===== config.mk =====
export PLATFORM = sky130hd
export DESIGN_NAME = crc5_check
export DESIGN_NICKNAME = d
export VERILOG_FILES = /design/src/rtl/crc5_check.sv
export SDC_FILE = /design/constraint.sdc
export NUM_CORES = 1
export LEC_CHECK = 0
export ABC_AREA = 0
export CAP_MARGIN = 10
export CORE_ASPECT_RATIO = 1.1
export CORE_UTILIZATION = 60
export DETAILED_ROUTE_END_ITERATION = 8
export DONT_BUFFER_PORTS = 1
export GPL_ROUTABILITY_DRIVEN = 0
export PLACE_DENSITY_LB_ADDON = 0.15
export SYNTH_ARGS = -nofsm -noshare
export SYNTH_HDL_FRONTEND = slang
export SYNTH_SLANG_ARGS = --single-unit
export TNS_END_PERCENT = 100

===== constraint.sdc =====
create_clock -name clk -period 2.92 [get_ports clk]
set_input_delay 0.292 -clock clk [delete_from_list [all_inputs] [get_ports clk]]
set_output_delay 0.292 -clock clk [all_outputs]
set_load 0.02 [all_outputs]

===== src/rtl/crc5_check.sv =====
// CRC5 codeword checker: recomputes CRC5 (x^5+x^2+1) over a 64-bit payload, one byte per cycle.
// Optional mismatch counter port err_cnt is enabled by defining CRC5_CHK_ERRCNT_EN.
module crc5_check (
    input  logic        clk,
    input  logic        rst,
    input  logic        in_valid,
    output logic        in_ready,
    input  logic [63:0] data_in,
    input  logic [4:0]  crc_in,
    output logic        out_valid,
    input  logic        out_ready,
    output logic        crc_ok,
    output logic [4:0]  crc_calc
`ifdef CRC5_CHK_ERRCNT_EN
    ,output logic [7:0] err_cnt
`endif
);

    localparam int unsigned DATA_W = 64;
    localparam int unsigned CRC_W  = 5;
    localparam int unsigned BYTE_W = 8;
    localparam int unsigned CNT_W  = 3;
    localparam logic [CRC_W-1:0] POLY = 5'h05;
    localparam logic [CNT_W-1:0] LAST_BYTE = 3'd7;

    localparam logic [1:0] ST_IDLE = 2'd0;
    localparam logic [1:0] ST_CALC = 2'd1;
    localparam logic [1:0] ST_DONE = 2'd2;

    logic [1:0]        r_state;
    logic [1:0]        w_state_nxt;
    logic [DATA_W-1:0] r_data;
    logic [CRC_W-1:0]  r_crc_in;
    logic [CRC_W-1:0]  r_lfsr;
    logic [CRC_W-1:0]  w_lfsr_nxt;
    logic [CNT_W-1:0]  r_byte_cnt;
    logic              r_in_ready;
    logic              r_out_valid;
    logic              r_crc_ok;
    logic [CRC_W-1:0]  r_crc_calc;

    // MSB-first serial CRC step applied to all 8 bits of one byte
    function automatic logic [CRC_W-1:0] crc5_byte(input logic [CRC_W-1:0] c,
                                                   input logic [BYTE_W-1:0] d);
        logic [CRC_W-1:0]  r;
        logic [BYTE_W-1:0] dd;
        logic              fb;
        r  = c;
        dd = d;
        for (int i = 0; i < 8; i++) begin
            fb = r[CRC_W-1] ^ dd[BYTE_W-1];
            r  = {r[CRC_W-2:0], 1'b0} ^ (fb ? POLY : CRC_W'(0));
            dd = {dd[BYTE_W-2:0], 1'b0};
        end
        return r;
    endfunction

    assign w_lfsr_nxt = crc5_byte(r_lfsr, r_data[DATA_W-1 -: BYTE_W]);

    always_ff @(posedge clk) begin
        if (!rst) begin
            r_state <= ST_IDLE;
        end else begin
            r_state <= w_state_nxt;
        end
    end

    always_comb begin
        w_state_nxt = r_state;
        case (r_state)
            ST_IDLE: if (in_valid)                  w_state_nxt = ST_CALC;
            ST_CALC: if (r_byte_cnt == LAST_BYTE)   w_state_nxt = ST_DONE;
            ST_DONE: if (out_ready)                 w_state_nxt = ST_IDLE;
            default:                                w_state_nxt = ST_IDLE;
        endcase
    end

    // Datapath: payload is shifted left so the current byte is always at the top
    always_ff @(posedge clk) begin
        if (!rst) begin
            r_data      <= '0;
            r_crc_in    <= '0;
            r_lfsr      <= '0;
            r_byte_cnt  <= '0;
            r_in_ready  <= 1'b1;
            r_out_valid <= 1'b0;
            r_crc_ok    <= 1'b0;
            r_crc_calc  <= '0;
        end else begin
            r_in_ready  <= (w_state_nxt == ST_IDLE);
            r_out_valid <= (w_state_nxt == ST_DONE);
            case (r_state)
                ST_IDLE: begin
                    if (in_valid) begin
                        r_data     <= data_in;
                        r_crc_in   <= crc_in;
                        r_lfsr     <= '0;
                        r_byte_cnt <= '0;
                    end
                end
                ST_CALC: begin
                    r_lfsr     <= w_lfsr_nxt;
                    r_data     <= {r_data[DATA_W-BYTE_W-1:0], BYTE_W'(0)};
                    r_byte_cnt <= r_byte_cnt + CNT_W'(1);
                    if (r_byte_cnt == LAST_BYTE) begin
                        r_crc_calc <= w_lfsr_nxt;
                        r_crc_ok   <= (w_lfsr_nxt == r_crc_in);
                    end
                end
                default: ;
            endcase
        end
    end

    assign in_ready  = r_in_ready;
    assign out_valid = r_out_valid;
    assign crc_ok    = r_crc_ok;
    assign crc_calc  = r_crc_calc;

`ifdef CRC5_CHK_ERRCNT_EN
    logic [7:0] r_err_cnt;

    // Counts failed results on their consuming handshake, saturating at 8'hFF
    always_ff @(posedge clk) begin
        if (!rst) begin
            r_err_cnt <= '0;
        end else if ((r_state == ST_DONE) && out_ready && !r_crc_ok && (r_err_cnt != 8'hFF)) begin
            r_err_cnt <= r_err_cnt + 8'd1;
        end
    end

    assign err_cnt = r_err_cnt;
`endif

endmodule


Word-level counts from Yosys, hierarchy flattened
Index checks and enable logic that the tools add are counted.
Widths: inputs -> output; s select.
{"block": "op_classes", "add_sub_neg": 1, "n_eq_ne": 6, "n_mux": 18, "bitwise": 16, "reduce_logical": 6}
{"cell": "$pmux 64 s2", "n": 1}
{"cell": "$mux 64", "n": 1}
{"cell": "$xor 5x3->5", "n": 8}
{"cell": "$mux 3", "n": 9}
{"cell": "$pmux 5 s2", "n": 1}
{"cell": "$xor 1x1->1", "n": 8}
{"cell": "$mux 2", "n": 3}
{"cell": "$pmux 2 s3", "n": 1}
{"cell": "$pmux 3 s2", "n": 1}
{"cell": "$reduce_and 2->1", "n": 3}
{"cell": "$eq 5x5->1", "n": 1}
{"cell": "$mux 5", "n": 1}
{"cell": "$eq 2x2->1 const B", "n": 2}
{"cell": "$logic_not 2->1", "n": 2}
{"cell": "$add 3x1->3 const B", "n": 1}
{"cell": "$eq 3x3->1 const B", "n": 1}
{"cell": "$eq 2x1->1 const B", "n": 1}
{"cell": "$ne 2x2->1 const B", "n": 1}
{"cell": "$reduce_bool 2->1", "n": 1}
{"block": "totals", "reg_bits": 87, "in_bits": 73, "output_inout_bits": 8, "wordCells": 56}

Logic depth before layout (Yosys ltp)
Gate-level depths: netlist of the first run.
{"block": "depth", "ltp_word": 25, "depth_mapped": 7, "mapped_depth_nobuf": 6}

Worst setup path after synthesis of the first run
OpenSTA, ideal clock, no wires.
{"block": "synth_timing", "path_kind": "reg2reg", "startpoint": "reg r_lfsr[4]", "endpoint": "reg r_crc_ok (netlist: crc_ok)", "setup_ps": 96, "t_arrival_ps": 1516, "required_ps": 2824, "slack_ps": 1309, "path_stages_with_launch": 6, "n_path_buf": 0, "synth_period_minus_slack_ps": 1611, "path_cell_list": "dfxtp_1 > xor3_1 > xnor3_1 > nand3b_1 > a21boi_1 > o41ai_2"}
{"block": "synth_between", "elab_chain_cells": 15, "elab_cells_between_ends": 17, "classes_between": "1 x eq/ne; 4 x mux; 12 x bitwise"}
{"item": "from (decl)", "line_no": "34", "source": "logic [CRC_W-1:0] r_lfsr;"}
{"item": "from (signal assigned)", "line_no": "102", "source": "r_lfsr <= w_lfsr_nxt;"}
{"item": "$xor 1x1->1 *", "line_no": "51", "source": "fb = r[CRC_W-1] ^ dd[BYTE_W-1];"}
{"item": "$mux 3 *", "line_no": "52", "source": "r = {r[CRC_W-2:0], 1'b0} ^ (fb ? POLY : CRC_W'(0));"}
{"item": "$xor 5x3->5 * (3 in a row)", "line_no": "52"}
{"item": "$xor 1x1->1", "line_no": "51"}
{"item": "$mux 3", "line_no": "52"}
{"item": "$xor 5x3->5 * (3 in a row)", "line_no": "52"}
{"item": "$xor 1x1->1", "line_no": "51"}
{"item": "$mux 3", "line_no": "52"}
{"item": "$xor 5x3->5 * (2 in a row)", "line_no": "52"}
{"item": "$eq 5x5->1 *", "line_no": "107", "source": "r_crc_ok <= (w_lfsr_nxt == r_crc_in);"}
{"item": "to (signal assigned)", "line_no": "107"}
{"item": "to (decl)", "line_no": "39", "source": "logic r_crc_ok;"}
Mark *: on every way between the ends. The rest lies on a longest branch, timed or not.
A chain may end at the register's enable or synchronous reset.

Worst setup path after layout of the first run
{"block": "layout_timing", "startpoint": "reg r_state[1]", "endpoint": "reg r_data[27]"}
{"block": "layout_between", "elab_chain_cells": 3, "elab_cells_between_ends": 6, "classes_between": "2 x eq/ne; 1 x mux; 3 x reduce/logical"}
{"item": "from (decl)", "line_no": "30", "source": "logic [1:0] r_state;"}
{"item": "from (signal assigned)", "line_no": "64", "source": "r_state <= w_state_nxt;"}
{"item": "$eq 2x1->1 or $logic_not 2->1 (tied branches)", "line_no": "92", "source": "case (r_state)"}
{"item": "$reduce_bool 2->1 (no source line) or $ne 2x2->1 (tied branches)"}
{"item": "$reduce_and 2->1 (no source line)"}
{"item": "to (signal assigned)", "line_no": "95", "source": "r_data <= data_in;"}
{"item": "to (signal assigned)", "line_no": "103", "source": "r_data <= {r_data[DATA_W-BYTE_W-1:0], BYTE_W'(0)};"}
{"item": "to (decl)", "line_no": "32", "source": "logic [DATA_W-1:0] r_data;"}
Several ways; a longest one is shown, not always the timed one.

==> run metrics, run 1 <==
critical path data required time=about 3.2 ns; Post-Place Cell Area=~4000 um^2; die height=86.98 um; synth warn=0; CP bufs+invs=1; vias per std cell=5.896; crit path time final=between 1.5 and 2 ns; fmax=about 550 MHz; Non-Filler Cell Area, Final=about 4100 um^2; TritonCTS clock tree=built; hold violation count in the final report=0; status=complete, no violations; Area contributors post-synth=dfxtp_1, o211a_1, nand2_1, nand3_1, nor2b_1; EDFF count, synth=0; Max Root-Sink Buffers=2; cts bufs inserted=9; Tightest Pin Transition=around 0.65 ns; Avg Inst Size Synth=~8.8 um^2; CP max stage delay=around 0.57 ns; via count=3001; combinational power share=0.243; vias in the first global route=~2800; P&R area growth vs syn=4.797%; Setup crit start kind=flop; Peak VDD IR=0.4358 mV; critical path type=flop to flop; core area=about 6300 um^2; post-synth top area cell=dfxtp_1; slowest library cell on the worst path=nand2b_2; Avg WL per Cell=15.62 um; commonest cells after routing, fill and taps aside=nand2_1, dfxtp_1, nand3_1; Initial Util=0.6283; Syn Nets=between 500 and 600; Worst Path Arrival=approximately 2.1 ns; asr flop ratio synth=0; post-cts gate resize count=0; Antenna Cells=0; unique cell type count in the Yosys netlist=31; post-route ant nets=0; clock root buffer master=clkbuf_8; Layout Nets=500; drt pass-1 iters=4; delay-heaviest family, CP=simple AND/OR/NAND/NOR gates; Worst Path Max Fanout=33; Slew Limit Fails=0; drt drc=0; Yosys top cell area share=0.4422; Mapped Area=between 3000 and 4000 um^2; CP endpoint kind=flop; post-route setup TNS=0 ns; layout cell share with drive strength beyond 1=0.06527; pin count of the biggest net entering global routing=94; PortBufs=0; Die Area=approximately 6900 um^2; Yosys reg bits=between 80 and 90; HPWL after DPL=roughly 5300 um; Hold-fix buffers, CTS=0; global-route wire length before repair=13010 um; Mapped Cells=approximately 450; clk_lat worst skew=about 0.34 ns; die width=79.25 um; P_int=between 1.5 and 2 mW; clk slew on worst S/H paths=0.08 ns; GRT Util Overall=0.2439; Post-CTS Setup Repair Bufs=0; Final period util=0.6279; Max-Cap Viols=0; leakage power=between 2 and 2.5 nW; Sw Share=0.2935; Top Ports=81; Setup-failing EPs final=0; sequential share of the synthesized area=0.4422; worst hold path type=primary input to flop; Reg power frac=0.495; Sinks on Clock Net=between 80 and 90; pwr/cell area=665.2 nW/um^2; Rows=30; predominant post-synthesis flop cell=dfxtp_1; worst-path cell chain=nand2b_2 -> buf_4 -> nand2_1 -> nand3_1 -> o211a_1; Clock Skew=0.007464 ns; part of the power in the clock network=0.262; initial antenna violation count=0; commonest non-fill, non-tap cell in the layout=nand2_1; initial drt markers=approximately 210; final WL=around 8000 um; H-tree depth=3; RSZ-0062 raised after global routing=no; grt total ovfl=0; slew margin rel.=0.5635; P_sw=805.8 uW
## registers in the layout (all words and copies together) (netlist names)
register,count
r_data,64
r_state,2
crc_calc,5
out_valid,1
r_lfsr,5
in_ready,1
crc_ok,1
r_crc_in,5
r_byte_cnt,3
## per-stage QoR
stage | instances | power [mW] | utilization | worst slack [ns] | hold slack [ns]
after floorplan | 447 | 1.945 | - | 1.309 | 0.4615
after global placement | 494 | 2.034 | 0.6323 | 1.135 | 0.4218
after detailed placement | 494 | 2.055 | 0.6323 | 1.076 | 0.4223
after CTS | 509 | 2.760 | 0.6585 | 1.064 | 0.05853
after global routing | 509 | 2.890 | 0.6585 | 0.9469 | 0.05437
final | 509 | 2.746 | 0.6585 | 1.086 | 0.07300
## power groups by stage
stage                     sequential [mW]  clock, mW  combinational [mW]
final                                1.36      0.719               0.667
after global routing                 1.37      0.781               0.735
after CTS                            1.36      0.729               0.672
after detailed placement             1.39          0               0.667
after global placement               1.38          0               0.650
after floorplan                      1.37          0               0.577
## synth_stat cells (2+ instances only)
cell	number
and3_1	2
xnor2_1	8
xor2_1	4
nor2_1	6
a22oi_1	13
mux2i_1	7
buf_1	7
clkbuf_1	29
nand3_1	58
nor3b_1	2
o211a_1	57
a21boi_0	2
xnor3_1	3
o21ai_0	4
nand2_1	119
nor2b_1	21
and2_1	4
dfxtp_1	87
ha_1	2
## layout make-up
type                            instances  area [um^2]
Fill cell                             522         2141
Multi-Input combinational cell        323         2079
Sequential cell                        87         1742
Clock buffer                           11        141.4
Tap cell                               80        100.1
Timing Repair Buffer                    4        42.54
Clock inverter                          4        22.52
## per-layer routing
layer,global-route usage,share of wire
met5,0,0
met4,0.08430,0.016
met3,0.05550,0.051
met2,0.3911,0.47
met1,0.3236,0.46
## final timing paths
path | startpoint | end | cells past startpoint | slack, ns
hold reg to reg | r_data[35]$_SDFFE_PN0P_ | r_data[35]$_SDFFE_PN0P_ | 1 | 0.50
hold / removal | rst | crc_calc[4]$_SDFFE_PN0P_ | 1 | 0.07
setup reg to reg | r_state[1]$_SDFF_PN0_ | r_data[27]$_SDFFE_PN0P_ | 5 | 1.09
setup / recovery | r_state[1]$_SDFF_PN0_ | r_data[27]$_SDFFE_PN0P_ | 5 | 1.09
## cells by family (layout without fill, tap and decap cells)
logic type | after synthesis | after routing | share of synthesized area
and+or+nand+nor | 217 | 217 | 0.2494
DFF | 87 | 87 | 0.4422
AOI/OAI and AO/OA | 79 | 79 | 0.1858
buffers and inverters | 37 | 19 | 0.03558
xor gates and xnor gates | 18 | 18 | 0.06290
muxes | 7 | 7 | 0.01779
adders and majority gates | 2 | 2 | 0.006352
No activity file was read; power rests on OpenSTA's default activity.
==> run 2: changes to the inputs <==
CORE_UTILIZATION = 57   (was 60)
clock period = 1.55 ns   (was 2.92 ns; I/O delays follow)
==> run metrics, run 2 (synthesis results as in run 1) <==
Antenna Cells=0 (unchanged); Tightest Pin Transition=0.3125 ns (-0.3422 ns); clk slew on worst S/H paths=0.09 ns (about the same); Top Ports=81 (unchanged); global-route wire length before repair=12510 um (-3.8%); Die Area=7247 um^2 (+5.1%); Post-Place Cell Area=4094 um^2 (+3.3%); worst hold path type=primary input to flop; vias in the first global route=2548 (-7.9%); failing checks=hold timing, setup timing; pin count of the biggest net entering global routing=88 (-6.4%); critical path data required time=1.81 ns (-1.40 ns); pwr/cell area=1294 nW/um^2 (+94%); CP endpoint kind=flop; GRT Util Overall=0.2293 (-0.01466); PnR worst setup slack=-0.01976 ns (-1.106 ns); slew margin rel.=0.7914 (+0.2278); R2R Setup Slk=-0.02 ns (-1.11 ns); PortBufs=0 (unchanged); initial drt markers=205 (-2.8%); initial antenna violation count=0 (unchanged); Cells after DPL=507 (+2.6%); Total Power=5.644 mW (+110%); Max Root-Sink Buffers=2 (unchanged); leakage power=2.222 nW (+5.1%); hold-critical path depth=1 (unchanged); reg-to-reg startpoint=r_data[62]$_SDFFE_PN0P_; Final period util=1.013 (+0.3848); vias per std cell=5.787 (-1.9%); via count=3038 (+1.2%); Max-Cap Viols=0 (unchanged); hold slack=-0.06810 ns (-0.1411 ns); clk_lat worst skew=0.35 ns (about the same); Initial Util=0.5939 (-0.03449); worst-path cell chain=xnor2_4 -> buf_6 -> xnor3_2 -> nor2_1 -> a21boi_1 -> o41ai_2; critical path type=flop to flop; CP max stage delay=0.37 ns (-0.20 ns); Setup-failing EPs final=1 (+1); GR Util met2=0.3530 (-0.03804); Worst Hold Endpoint=r_data[9]$_SDFFE_PN0P_; die width=81.26 um (+2.5%); Peak VDD IR=0.7641 mV (+75%); slowest library cell on the worst path=dfxtp_4; Worst Path Arrival=1.83 ns (-0.29 ns); crit path time final=1.570 ns (-0.2638 ns); Reg-to-Reg End=crc_ok$_SDFFE_PN0P_; commonest cells after routing, fill and taps aside=nand2_1, dfxtp_1, nand3_1; worst r2r path cells=6 (+1); Worst Path Max Fanout=5 (-85%); drt pass-1 iters=5 (+1); Largest Register=r_data; Setup crit start kind=flop; layout cell share with drive strength beyond 1=0.1264 (+0.06114); Avg WL per Cell=15.85 um (+1.4%); status=finished with violations; grt total ovfl=0 (unchanged); RSZ-0062 raised after global routing=yes; H-tree depth=3 (unchanged); Sinks on Clock Net=87 (unchanged); met1 Use GR=0.3079 (-0.01574); delay-heaviest family, CP=XOR/XNOR gates; Slew Limit Fails=0 (unchanged); drt drc=0 (unchanged); grt met3 use=0.07551 (+0.02001); HPWL after DPL=5475 um (+4.0%); TritonCTS clock tree=built; hold violation count in the final report=78 (+78); busiest layer in global routing=met2; hold wc startpoint=rst; Cell Count, Final, Fillers Out=525 (+3.1%); core area=6633 um^2 (+5.8%); die height=89.19 um (+2.5%); CP bufs+invs=1 (unchanged); Rows=31 (+3.3%); fillers=569 (+9.0%); fmax=637.0 MHz (+17%); post-route ant nets=0 (unchanged); Setup Slack @ Placement=-0.1170 ns (-1.193 ns); Clock Skew=0.006866 ns (-0.0005977 ns); Layout Nets=513 (+2.6%); cts bufs inserted=9 (unchanged); final WL=8319 um (+4.6%); Non-Filler Cell Area, Final=4363 um^2 (+5.7%); commonest non-fill, non-tap cell in the layout=nand2_1; P&R area growth vs syn=10.77%; number of flip-flops in the largest register=64 (unchanged); clock root buffer master=clkbuf_8
run 2: area by class of cell:
class                           count  area, um^2  area share
Timing Repair Buffer               17       181.4     0.04158
Sequential cell                    87        1755      0.4024
Multi-Input combinational cell    323        2125      0.4870
Clock buffer                       12       145.1     0.03327
Clock inverter                      4       53.80     0.01233
Tap cell                           82       102.6     0.02352
run 2: power breakdown:
part | internal (mW) | switching (mW) | leakage (nW)
Combinational | 0.779 | 0.688 | 1.41
Clock | 0.797 | 0.799 | 0.0932
Sequential | 2.44 | 0.141 | 0.721
Total | 4.02 | 1.63 | 2.22
run 2: through the flow:
| stage | TNS (ns) | utilization |
|---|---|---|
| after floorplan | 0 | - |
| after global placement | -0.03447 | 0.6172 |
| after detailed placement | -0.1170 | 0.6172 |
| after CTS | -0.06416 | 0.6540 |
| after global routing | -0.4357 | 0.6578 |
| final | -0.01976 | 0.6578 |
run 2: metal layers:
metal | share of wire | up-vias
li1 | - | 1536
met1 | 0.47 | 1412
met2 | 0.48 | 88
met5 | 0 | -
met3 | 0.057 | 2
met4 | 0.0020 | 0
run 2: what timing repair did:
item / 4_1_cts / 5_1_grt
pin swaps: 6 / 4
endpoints found under the setup margin: 1 / 12
gates resized for setup: 11 / 7
buffers inserted: 2 / 0
endpoints found under the hold margin: 86 / 86
run 2: how the worst max path moves through the flow:
| stage | from | endpoint | cells past startpoint |
|---|---|---|---|
| CTS | r_lfsr[3]$_SDFFE_PN0P_ | crc_ok$_SDFFE_PN0P_ | 6 |
| global route | r_data[62]$_SDFFE_PN0P_ | crc_ok$_SDFFE_PN0P_ | 6 |
| finish | r_data[62]$_SDFFE_PN0P_ | crc_ok$_SDFFE_PN0P_ | 6 |
| detailed placement | r_lfsr[4]$_SDFFE_PN0P_ | crc_ok$_SDFFE_PN0P_ | 5 |
| global placement | r_data[57]$_SDFFE_PN0P_ | crc_ok$_SDFFE_PN0P_ | 5 |
| floorplan | r_state[0]$_SDFF_PN0_ | r_data[62]$_SDFFE_PN0P_ | 6 |
==> run 3: changes to the inputs <==
CORE_UTILIZATION = 59   (was 57)
CTS_BUF_LIST = sky130_fd_sc_hd__clkbuf_2 sky130_fd_sc_hd__clkbuf_4 sky130_fd_sc_hd__clkbuf_8   (was not set)
==> run metrics, run 3 (synthesis results as in run 1) <==
global-route wire length before repair=12700 um (+1.5%); Clock Skew=0.01125 ns (+0.004379 ns); Total Power=5.866 mW (+3.9%); Setup-failing EPs final=1 (unchanged); met2 wire length=3798 um (-4.1%); Final period util=1.018 (+0.005624); Tightest Pin Transition=0.3557 ns (+0.04312 ns); die height=87.70 um (-1.7%); drt drc=0 (unchanged); commonest cells after routing, fill and taps aside=nand2_1, dfxtp_1, nand3_1; Top Ports=81 (unchanged); hold violation count in the final report=86 (+10%); Reg power frac=0.440 (-0.017); WL met3=451 um (-4.2%); Setup Slack @ Placement=-0.07130 ns (+0.04574 ns); die width=79.91 um (-1.7%); met1 WL=3757 um (-2.9%); clock root buffer master=clkbuf_8; failing checks=hold timing, setup timing; Layout Nets=513 (unchanged); hold slack=-0.07683 ns (-0.008729 ns); layout cell share with drive strength beyond 1=0.1445 (+0.01806); pin count of the biggest net entering global routing=88 (unchanged); TritonCTS clock tree=built; part of the power in the clock network=0.301 (+0.018); worst r2r path cells=5 (-1); fmax=633.5 MHz (-0.55%); post-route ant nets=0 (unchanged); Avg WL per Cell=15.52 um (-2.0%); pwr/cell area=1330 nW/um^2 (+2.8%); Die Area=7007 um^2 (-3.3%); PnR worst setup slack=-0.02848 ns (-0.008717 ns); Antenna Cells=0 (unchanged); status=finished with violations; vias in the first global route=2663 (+4.5%); Sw Share=0.2817 (-0.006738); combinational power share=0.259 (about the same); Rows=30 (-3.2%); CP endpoint kind=flop; clk slew on worst S/H paths=0.08 ns (about the same); post-route setup TNS=-0.02848 ns (-0.008717 ns); core area=6306 um^2 (-4.9%); Largest Register=r_data; final WL=8118 um (-2.4%); commonest non-fill, non-tap cell in the layout=nand2_1; Max-Cap Viols=0 (unchanged); critical path type=flop to flop; leakage power=2.248 nW (+1.2%); P&R area growth vs syn=12.01%; worst hold path type=primary input to flop; hold-critical path depth=1 (unchanged); initial drt markers=195 (-4.9%); PortBufs=0 (unchanged); Sinks on Clock Net=87 (unchanged); Slew Limit Fails=0 (unchanged); cts bufs inserted=9 (unchanged); slew margin rel.=0.7626 (-0.02879); grt total ovfl=0 (unchanged); drt pass-1 iters=4 (-1); number of flip-flops in the largest register=64 (unchanged); Initial Util=0.6246 (+0.03075); initial antenna violation count=0 (unchanged); H-tree depth=3 (unchanged); Peak VDD IR=0.9968 mV (+30%); P_int=4.213 mW (+4.9%); vias per std cell=5.805 (+0.32%); HPWL after DPL=5369 um (-1.9%); critical path data required time=1.81 ns (about the same); crit path time final=1.578 ns (+0.008717 ns); max layer used=met4; clk_lat worst skew=0.35 ns (about the same); Max Root-Sink Buffers=2 (unchanged); Setup crit start kind=flop; RSZ-0062 raised after global routing=yes; Worst Path Max Fanout=4 (-1); Worst Path Arrival=1.84 ns (about the same); P_sw=1.653 mW (+1.5%); via count=3036 (-0.066%); GRT Util Overall=0.2364 (+0.007183)
## run 3: critical path: stages, from the launching register on
cell and delay, ns:
dfxtp_2 0.35, xnor2_2 0.22, xnor3_2 0.44, nor3_2 0.13
nor2_1 0.06, o41ai_2 0.29
## run 3: power by group through the flow
stage / logic, mW / clock network [mW] / registers [mW]
final: 1.52 / 1.77 / 2.58
after global routing: 1.67 / 1.91 / 2.60
after CTS: 1.51 / 1.81 / 2.57
after detailed placement: 1.35 / 0 / 2.62
after global placement: 1.32 / 0 / 2.61
after floorplan: 1.09 / 0 / 2.58
## run 3: worst paths after layout
kind                                         startpoint                       end  slack, ns
worst max-delay path            r_data[59]$_SDFFE_PN0P_       crc_ok$_SDFFE_PN0P_      -0.03
worst min-delay path                                rst  crc_calc[4]$_SDFFE_PN0P_      -0.08
worst max register to register  r_data[59]$_SDFFE_PN0P_       crc_ok$_SDFFE_PN0P_      -0.03
worst min register to register  r_data[16]$_SDFFE_PN0P_   r_data[16]$_SDFFE_PN0P_       0.50
## run 3: per-stage QoR
step / std cells / cell area (um^2) / util
after floorplan: 447 / 3946 / -
after global placement: 505 / 4091 / 0.6488
after detailed placement: 505 / 4091 / 0.6488
after CTS: 522 / 4379 / 0.6944
after global routing: 523 / 4412 / 0.6996
final: 523 / 4412 / 0.6996
## run 3: layout make-up
class | instances | area (um^2)
multi-input combinational | 323 | 2153
fill | 503 | 1894
sequential | 87 | 1752
timing repair buffer | 17 | 177.7
clock buffer | 10 | 137.6
tap | 80 | 100.1
clock inverter | 6 | 91.34
## run 3: per-layer routing
metal | vias to the layer above | GRT usage
met3 | 10 | 0.06563
li1 | 1531 | -
met4 | 0 | 0.08442
met2 | 79 | 0.3691
met1 | 1416 | 0.3148
met5 | - | 0
## run 3: what timing repair did
item | 4_1_cts | 5_1_grt
endpoints found under the hold margin | 86 | 86
setup buffers | 2 | 1
cloned | 0 | 0
pin swaps | 6 | 7
endpoints found under the setup margin | 7 | 11
gates resized for setup | 14 | 7
